<file path="src/rtl/wb_intercon.sv">
// Wishbone classic interconnect: round-robin arbitration across NM masters, base/mask decode
// to NS slaves, and interconnect-generated termination for unmapped or unresponsive accesses.
module wb_intercon #(
  parameter int          NM       = 2,
  parameter int          NS       = 4,
  parameter logic [NS*32-1:0] S_BASE = {32'hf000_0000, 32'he000_0000, 32'h4000_0000, 32'h0000_0000},
  parameter logic [NS*32-1:0] S_MASK = {32'hf000_0000, 32'hf000_0000, 32'hf000_0000, 32'hffff_e000},
  parameter int          TIMEOUT  = 255,
  parameter logic [31:0] ERR_DATA = 32'hffff_ffff
) (
  input  logic               sys_clk,
  input  logic               sys_rstn,
  input  logic [NM*32-1:0]   m_adr_i,
  input  logic [NM*32-1:0]   m_dat_i,
  input  logic [NM*4-1:0]    m_sel_i,
  input  logic [NM-1:0]      m_we_i,
  input  logic [NM-1:0]      m_stb_i,
  input  logic [NM-1:0]      m_cyc_i,
  output logic [NM*32-1:0]   m_dat_o,
  output logic [NM-1:0]      m_ack_o,
  output logic [31:0]        s_adr_o,
  output logic [31:0]        s_dat_o,
  output logic [3:0]         s_sel_o,
  output logic               s_we_o,
  output logic [NS-1:0]      s_stb_o,
  output logic [NS-1:0]      s_cyc_o,
  input  logic [NS*32-1:0]   s_dat_i,
  input  logic [NS-1:0]      s_ack_i,
  input  logic               err_clr,
  output logic               bus_err,
  output logic [31:0]        err_adr,
  output logic [7:0]         err_cnt
);
  localparam int GW = (NM > 1) ? $clog2(NM) : 1;
  localparam int SW = (NS > 1) ? $clog2(NS) : 1;

  typedef enum logic [1:0] {IDLE, BUSY, EACK} state_t;

  state_t        state;
  logic [GW-1:0] grant, last, next_grant;
  logic [15:0]   tmo_cnt;

  logic [31:0]   g_adr, g_dat;
  logic [3:0]    g_sel;
  logic          g_we, g_stb, g_cyc;
  logic          hit, s_ack, err_evt;
  logic [SW-1:0] sidx;
  logic [31:0]   s_rdat;

  always_comb begin
    g_adr = m_adr_i[32*grant +: 32];
    g_dat = m_dat_i[32*grant +: 32];
    g_sel = m_sel_i[4*grant +: 4];
    g_we  = m_we_i[grant];
    g_stb = m_stb_i[grant];
    g_cyc = m_cyc_i[grant];
  end

  // Round-robin: walk down so the first requester after 'last' overwrites the rest.
  always_comb begin
    next_grant = last;
    for (int k = NM; k >= 1; k--)
      if (m_cyc_i[(int'(last) + k) % NM]) next_grant = GW'((int'(last) + k) % NM);
  end

  // Lowest matching slave wins, hence the descending scan.
  always_comb begin
    hit  = 1'b0;
    sidx = '0;
    for (int i = NS-1; i >= 0; i--)
      if ((g_adr & S_MASK[i*32 +: 32]) == S_BASE[i*32 +: 32]) begin
        hit  = 1'b1;
        sidx = SW'(i);
      end
    s_ack  = s_ack_i[sidx];
    s_rdat = s_dat_i[32*sidx +: 32];
  end

  // A slave ack in the terminal timeout cycle suppresses the forced termination.
  assign err_evt = (state == BUSY) && g_cyc && g_stb &&
                   (!hit || (!s_ack && tmo_cnt == 16'(TIMEOUT-1)));

  always_comb begin
    s_adr_o = '0;
    s_dat_o = '0;
    s_sel_o = '0;
    s_we_o  = 1'b0;
    s_stb_o = '0;
    s_cyc_o = '0;
    m_ack_o = '0;
    m_dat_o = '0;
    if (state == BUSY) begin
      s_adr_o = g_adr;
      s_dat_o = g_dat;
      s_sel_o = g_sel;
      s_we_o  = g_we;
      if (hit) begin
        s_cyc_o[sidx]           = g_cyc;
        s_stb_o[sidx]           = g_stb;
        m_ack_o[grant]          = g_cyc & g_stb & s_ack;
        m_dat_o[32*grant +: 32] = s_rdat;
      end
    end else if (state == EACK) begin
      m_ack_o[grant]          = 1'b1;
      m_dat_o[32*grant +: 32] = ERR_DATA;
    end
  end

  always_ff @(posedge sys_clk) begin
    if (!sys_rstn) begin
      state   <= IDLE;
      last    <= GW'(NM-1);
      grant   <= '0;
      tmo_cnt <= '0;
      bus_err <= 1'b0;
      err_adr <= '0;
      err_cnt <= '0;
    end else begin
      case (state)
        IDLE: if (|m_cyc_i) begin
          grant <= next_grant;
          state <= BUSY;
        end
        BUSY: begin
          if (!g_cyc) begin
            last    <= grant;
            state   <= IDLE;
            tmo_cnt <= '0;
          end else if (err_evt) begin
            state   <= EACK;
            tmo_cnt <= '0;
          end else if (g_stb && !s_ack) begin
            tmo_cnt <= tmo_cnt + 16'd1;
          end else begin
            tmo_cnt <= '0;
          end
        end
        EACK:    state <= BUSY;
        default: state <= IDLE;
      endcase

      if (err_evt) begin
        bus_err <= 1'b1;
        err_adr <= g_adr;
        if (err_clr)               err_cnt <= 8'd1;
        else if (err_cnt != 8'hff) err_cnt <= err_cnt + 8'd1;
      end else if (err_clr) begin
        bus_err <= 1'b0;
        err_adr <= '0;
        err_cnt <= '0;
      end
    end
  end
endmodule

</file>
<file path="config.mk">
export PLATFORM = sky130hd
export DESIGN_NAME = wb_intercon
export DESIGN_NICKNAME = d
export VERILOG_FILES = /design/src/rtl/wb_intercon.sv
export SDC_FILE = /design/constraint.sdc
export NUM_CORES = 1
export LEC_CHECK = 0
export BUFFER_PORTS_ARGS = -buffer_cell sky130_fd_sc_hd__buf_4
export CAP_MARGIN = 20
export CORE_AREA = 2 2 179 181
export CTS_BUF_LIST = sky130_fd_sc_hd__clkbuf_16
export CTS_CLUSTER_DIAMETER = 30
export DETAILED_ROUTE_END_ITERATION = 10
export DIE_AREA = 0 0 181 183
export SYNTH_ARGS = -nofsm -noshare
export SYNTH_HDL_FRONTEND = slang
export SYNTH_SLANG_ARGS = --single-unit
</file>
<file path="constraint.sdc">
create_clock -name sys_clk -period 7.9 [get_ports sys_clk]
set_input_delay 2.37 -clock sys_clk [delete_from_list [all_inputs] [get_ports sys_clk]]
set_output_delay 2.37 -clock sys_clk [all_outputs]
set_load 0.05 [all_outputs]
</file>
==> run summary, run 1 <==
Initial DRC Count: 539
Synth Register Bits: 61
RePlAce Congestion: 0.915
NumNets Final: 1,451
Number of antenna violations at the first check in global routing: 2
Clk sinks: 61
CTS tree: built
P_leak: 4.22 nW
Xor-xnor portion of the synthesized cell area: 0.00494
Placement Cell Area: 0.00910 mm2
Final Hold Viols: 0
Synthesized-area fraction occupied by and/or/nand/nor cells: 0.316
Antenna Cells: 0
Largest net degree at the start of global routing: 87
Max Slew Vio Count: 0
Commonest non-fill, non-tap cells in the layout: buf_4 (476), nor2_1 (100), nand2_1 (92)
CP Max Fanout: 21
Slowest cell on crit path: buf_4
Setup TNS: 0 ns
CP delay by family, top: buffers and inverters
Cts bufs inserted: 9
Layout area overhead: 77.2%
Routed len/inst: 17.4 um
Arrival @ worst endpoint: 4.75 ns
Worst path bufs/invs: 4
VDD IR-drop max: 89.6 uV
Total congestion overflow: 0
Vias: 7,543
Yosys top cell area share: 0.229
Post-CTS resize count: 0
Largest family of logic cells by synthesized area: simple AND/OR/NAND/NOR gates
CP Capture Type: output pin
Max Cap Viol: 0
FILL cells: 3,409
Relative slew slack: 0.324
Final Util: 0.302
Clk root buf: clkbuf_16
Post-synthesis mux area share: 0.146
Synth warnings: 0
Fraction of registers with async set/reset: 0
Post-Syn Nets: 1,037
Number of global-route vias before repair: 6,977
Sequential element share of the synthesized area: 0.229
Die Span Y: 183 um
Syn avg cell area: 7.03 um2
Non-filler cells, final: 1,578
Setup CP Type: input pin to output pin
Site row count: 65
Drt total wl: 27,400 um
Most common cell after layout, fill and taps aside: buf_4
WP data required: 5.53 ns
First-pass GRT wire length: 39,900 um
Inst Count DP: 1,561
Final period util: 0.902
Port bufs: 460
Synth area leader: dfxtp_1
Layout cells sized above 1: 0.435
Clock Latency Late Sink: 0.33 ns
Initial Utilization: 0.170
Residual DRC: 0
Compound-cell area share of the yosys netlist: 0.231
Largest cells by area after synthesis: dfxtp_1 (23%), mux2i_1 (14%), nor2_1 (7.1%), nand2_1 (6.5%), o21ai_0 (5.9%)
Vias/cell: 4.78
# setup viols final: 0
Post-synth cell types: 59
H-tree depth: 3
I/O pins: 461
Worst Hold Class: register to register
RSZ-0062 raised after global routing: no
Layout Skew: 0.0118 ns
Status: finished clean
All-Layer GR Usage: 0.152
Worst slew pin tran: 1.01 ns
Postcts setup bufs: 0
Setup ws final: 0.778 ns
Buffers from clock root to sink, at most: 2
Design Area, Final: 0.00943 mm2
CP Launch Type: input pin
DRT Pass-1 Iters: 5
Post-Synth Adder-Cell Area: 0.00705
Hold_buf cts: 0
Cells after synthesis: 757
Reg clk slew, reported paths: 0.05 ns
Pre-CTS setup slack: 0.763 ns
Min Tclk post-route: 7.12 ns
Core footprint: 0.0312 mm2
Primary flip-flop cell chosen by synthesis mapping: dfxtp_1
PD cells: 135 mW/mm2
Routed Antenna Nets: 0
Mapped cell area: 0.00532 mm2
Crit-path cells: buf_4 > mux2i_1 > buf_4 > and3_1 > o211ai_1 > a21oi_2 > nand2b_1 > buf_4 > o21ai_0 > buf_4
Number of synthesized flops with an enable pin: 0
Dpl hpwl: 21,800 um
Die W: 181 um
Fmax: 140 MHz
Largest stage delay on the critical path: 0.32 ns
Die Footprint: 0.0331 mm2
CP most frequent cell: buf_4
-- final timing paths --
kind / from / end / slack (ns) / cells past startpoint
min: err_adr[11] / err_adr[11] / 0.47 / 2
max: m_adr_i[63] / m_dat_o[3] / 0.78 / 10
min reg2reg: err_adr[11] / err_adr[11] / 0.47 / 2
max reg2reg: grant / err_cnt[6] / 4.87 / 8
-- kinds of logic (layout without fill, tap and decap cells) --
| group | after synthesis | after routing |
|---|---|---|
| and+or+nand+nor | 352 | 352 |
| adders and majority gates | 3 | 3 |
| muxes | 77 | 77 |
| AOI/OAI and AO/OA | 182 | 182 |
| buffers and inverters | 79 | 498 |
| xor gates and xnor gates | 3 | 3 |
| DFF | 61 | 61 |
-- synth_stat cells, types with 3 or more instances --
cell type / n
nor2_1: 101
nand2_1: 92
mux2i_1: 73
o21ai_0: 63
dfxtp_1: 61
nand3_1: 56
clkbuf_1: 49
nand4_1: 44
o31ai_1: 34
o221ai_1: 32
buf_2: 12
nor3_1: 12
a21oi_1: 11
o211ai_1: 8
a31oi_1: 7
buf_1: 7
and3_1: 6
nand2b_1: 6
nor4_1: 6
a32oi_1: 5
buf_6: 4
inv_1: 4
nand3b_1: 4
nor2b_1: 4
or2_2: 4
a21boi_0: 3
and4_1: 3
ha_1: 3
mux2_2: 3
nor4b_1: 3
o21ai_1: 3
-- registers in the layout (all words and copies together), names as in the netlist --
signal,count
bus_err,1
err_adr,32
err_cnt,8
grant,1
last,1
state,2
tmo_cnt,16
-- tightest hold or removal path, stage by stage, from the launching register on --
cell and delay, ns:
dfxtp_1 0.30, nand4_1 0.06, o31ai_1 0.05
-- area by class of cell --
type / count / area, um2 / share of cell area
Clock buffer: 9 / 225 / 0.0239
Tap cell: 402 / 503 / 0.0533
Sequential cell: 61 / 1220 / 0.130
Clock inverter: 7 / 90.1 / 0.00955
Inverter: 5 / 18.8 / 0.00199
Timing Repair Buffer: 477 / 3590 / 0.380
Multi-Input combinational cell: 617 / 3780 / 0.401
-- per-layer routing --
metal	vias to the layer above	GRT usage	share of wire	routed length (um)
met5	-	0	0.00062	17
met4	4	0.0309	0.015	406
met3	33	0.0367	0.073	2010
met2	342	0.271	0.50	13700
met1	3517	0.186	0.41	11300
li1	3647	-	-	-
-- where the power goes --
group / switching, W / internal (W) / leakage, nW
Combinational: 0.000326 / 0.000202 / 3.57
Clock: 0.000146 / 0.000275 / 0.159
Sequential: 0.00000936 / 0.000314 / 0.494
-- stage by stage --
step                hold slack (ns)  total power [W]
finish                        0.469          0.00127
global route                  0.490          0.00132
CTS                           0.473          0.00128
detailed placement            0.465         0.000856
global placement              0.461         0.000855
floorplan                     0.464         0.000627
Note: power is estimated with default switching activity, not from simulation.
==> inputs of run 2 (changes only) <==
--- a/config.mk
+++ b/config.mk
@@ -12,6 +12,7 @@
 export CTS_CLUSTER_DIAMETER = 30
 export DETAILED_ROUTE_END_ITERATION = 10
 export DIE_AREA = 0 0 181 183
+export PLACE_DENSITY = 0.43
 export SYNTH_ARGS = -nofsm -noshare
 export SYNTH_HDL_FRONTEND = slang
 export SYNTH_SLANG_ARGS = --single-unit
==> run summary, run 2 (same netlist as run 1, synthesis figures left out) <==
Status: finished clean
Worst slew pin tran: 1.01 ns
NumNets Final: 1,451
Final Hold Viols: 0
R2R depth: 10
CP Capture Type: output pin
Arrival @ worst endpoint: 4.83 ns
Largest register by flop count: err_adr
WHS Path Cells: 2
Initial DRC Count: 497
Wire length on met3: 1580 um
Layout Skew: 0.00535 ns
CP Launch Type: input pin
Total congestion overflow: 0
Hold_buf cts: 0
CTS tree: built
Hold endpoint: err_adr[18]
Die Span Y: 183 um
Setup TNS: 0 ns
Die W: 181 um
Worst Hold Class: register to register
CP most frequent cell: buf_4
Largest stage delay on the critical path: 0.35 ns
H-tree depth: 3
Final period util: 0.912
Initial Utilization: 0.170
Top routing layer in use: met4
Vias/cell: 4.79
Worst Setup SP: m_adr_i[63]
CP Max Fanout: 22
Design Area, Final: 0.00941 mm2
Vias: 7,562
Number of antenna violations at the first check in global routing: 1
VDD IR-drop max: 90.6 uV
WP data required: 5.53 ns
Clock Latency Late Sink: 0.32 ns
Fmax: 139 MHz
Max Cap Viol: 0
Relative slew slack: 0.327
All-Layer GR Usage: 0.172
Final Util: 0.301
Post-CTS resize count: 0
Reg clk slew, reported paths: 0.05 ns
Cts bufs inserted: 9
Clk root buf: clkbuf_16
Port bufs: 460
Routed Antenna Nets: 0
Core footprint: 0.0312 mm2
Crit-path cells: buf_4 > mux2i_1 > and3_1 > o211ai_1 > a21oi_2 > nand2_1 > buf_4 > o31ai_1 > buf_4
Worst path bufs/invs: 3
RSZ-0062 raised after global routing: no
Buffers from clock root to sink, at most: 2
I/O pins: 461
Placement Cell Area: 0.00912 mm2
DRT Pass-1 Iters: 5
# setup viols final: 0
Most common cell after layout, fill and taps aside: buf_4
Top flop regs: err_adr x32, tmo_cnt x16, err_cnt x8
RePlAce Congestion: 0.853
First-pass GRT wire length: 44,400 um
Layout cells sized above 1: 0.434
Setup CP Type: input pin to output pin
R2r endpoint: err_cnt[1]
Largest net degree at the start of global routing: 53
PD cells: 132 mW/mm2
HP Start: err_adr[18]
Hold Slack: 0.468 ns
Dpl hpwl: 23,600 um
Residual DRC: 0
R2R Setup Slk: 3.83 ns
Worst r2r src: grant
P_leak: 4.19 nW
Commonest non-fill, non-tap cells in the layout: buf_4 (477), nor2_1 (100), nand2_1 (92)
Site row count: 65
Min Tclk post-route: 7.20 ns
Slowest cell on crit path: buf_4
Number of global-route vias before repair: 7,345
M1 WL: 12,800 um
CP delay by family, top: compound AO/OA/AOI/OAI gates
Tot Pwr: 0.00124 W
Postcts setup bufs: 0
Max reg flops: 32
Max Slew Vio Count: 0
Routed len/inst: 19.4 um
Clk sinks: 61
Met2 Routed Length: 15,300 um
Layout area overhead: 76.7%
Die Footprint: 0.0331 mm2
Drt total wl: 30,600 um
run 2: cell count changes in the layout (fill, tap and decap cells not counted), sizes merged:
cell | previous run | this run
clkinvlp | 0 | 1
bufinv | 2 | 1
inv | 7 | 6
clkinv | 3 | 4
diode | 0 | 1
run 2: through the flow:
step | cells | setup slack, ns
after global placement | 1562 | 0.746
after global routing | 1579 | 0.447
after detailed placement | 1562 | 0.638
after CTS | 1578 | 0.639
after floorplan | 757 | 0.655
final | 1579 | 0.698
run 2: worst register-to-register path, cell delays in order, from the launching register on:
cell and delay, ns:
dfxtp_4 0.77, mux2i_4 0.42, buf_4 0.46, nand4_2 0.17, buf_4 0.29, nor3b_2 0.26
o21ai_4 0.13, buf_4 0.42, and2_1 0.42, buf_4 0.43, o211ai_1 0.18
run 2: report_power, final:
group | switching (W) | leakage (nW) | internal (W)
clock network | 0.000141 | 0.139 | 0.000239
logic | 0.000330 | 3.56 | 0.000202
registers | 0.0000117 | 0.494 | 0.000314
run 2: per-layer routing:
metal,GRT usage,up-vias
met2,0.308,306
li1,-,3653
met4,0.0527,0
met3,0.0312,47
met5,0,-
met1,0.210,3556
run 2: cell type report:
type	count	area, um2
clock inverter	7	57.6
tap	402	503
clock buffer	9	225
antenna	1	2.50
inverter	5	18.8
multi-input combinational	617	3790
sequential	61	1220
fill	3441	21800
timing repair buffer	477	3580
run 2: worst max-delay path by stage:
stage	end	depth (start not counted)
6_report	m_ack_o[1]	9
5_1_grt	m_ack_o[1]	9
4_1_cts	m_ack_o[1]	9
3_5_place_dp	m_ack_o[1]	9
3_3_place_gp	m_ack_o[1]	9
2_1_floorplan	m_dat_o[53]	7
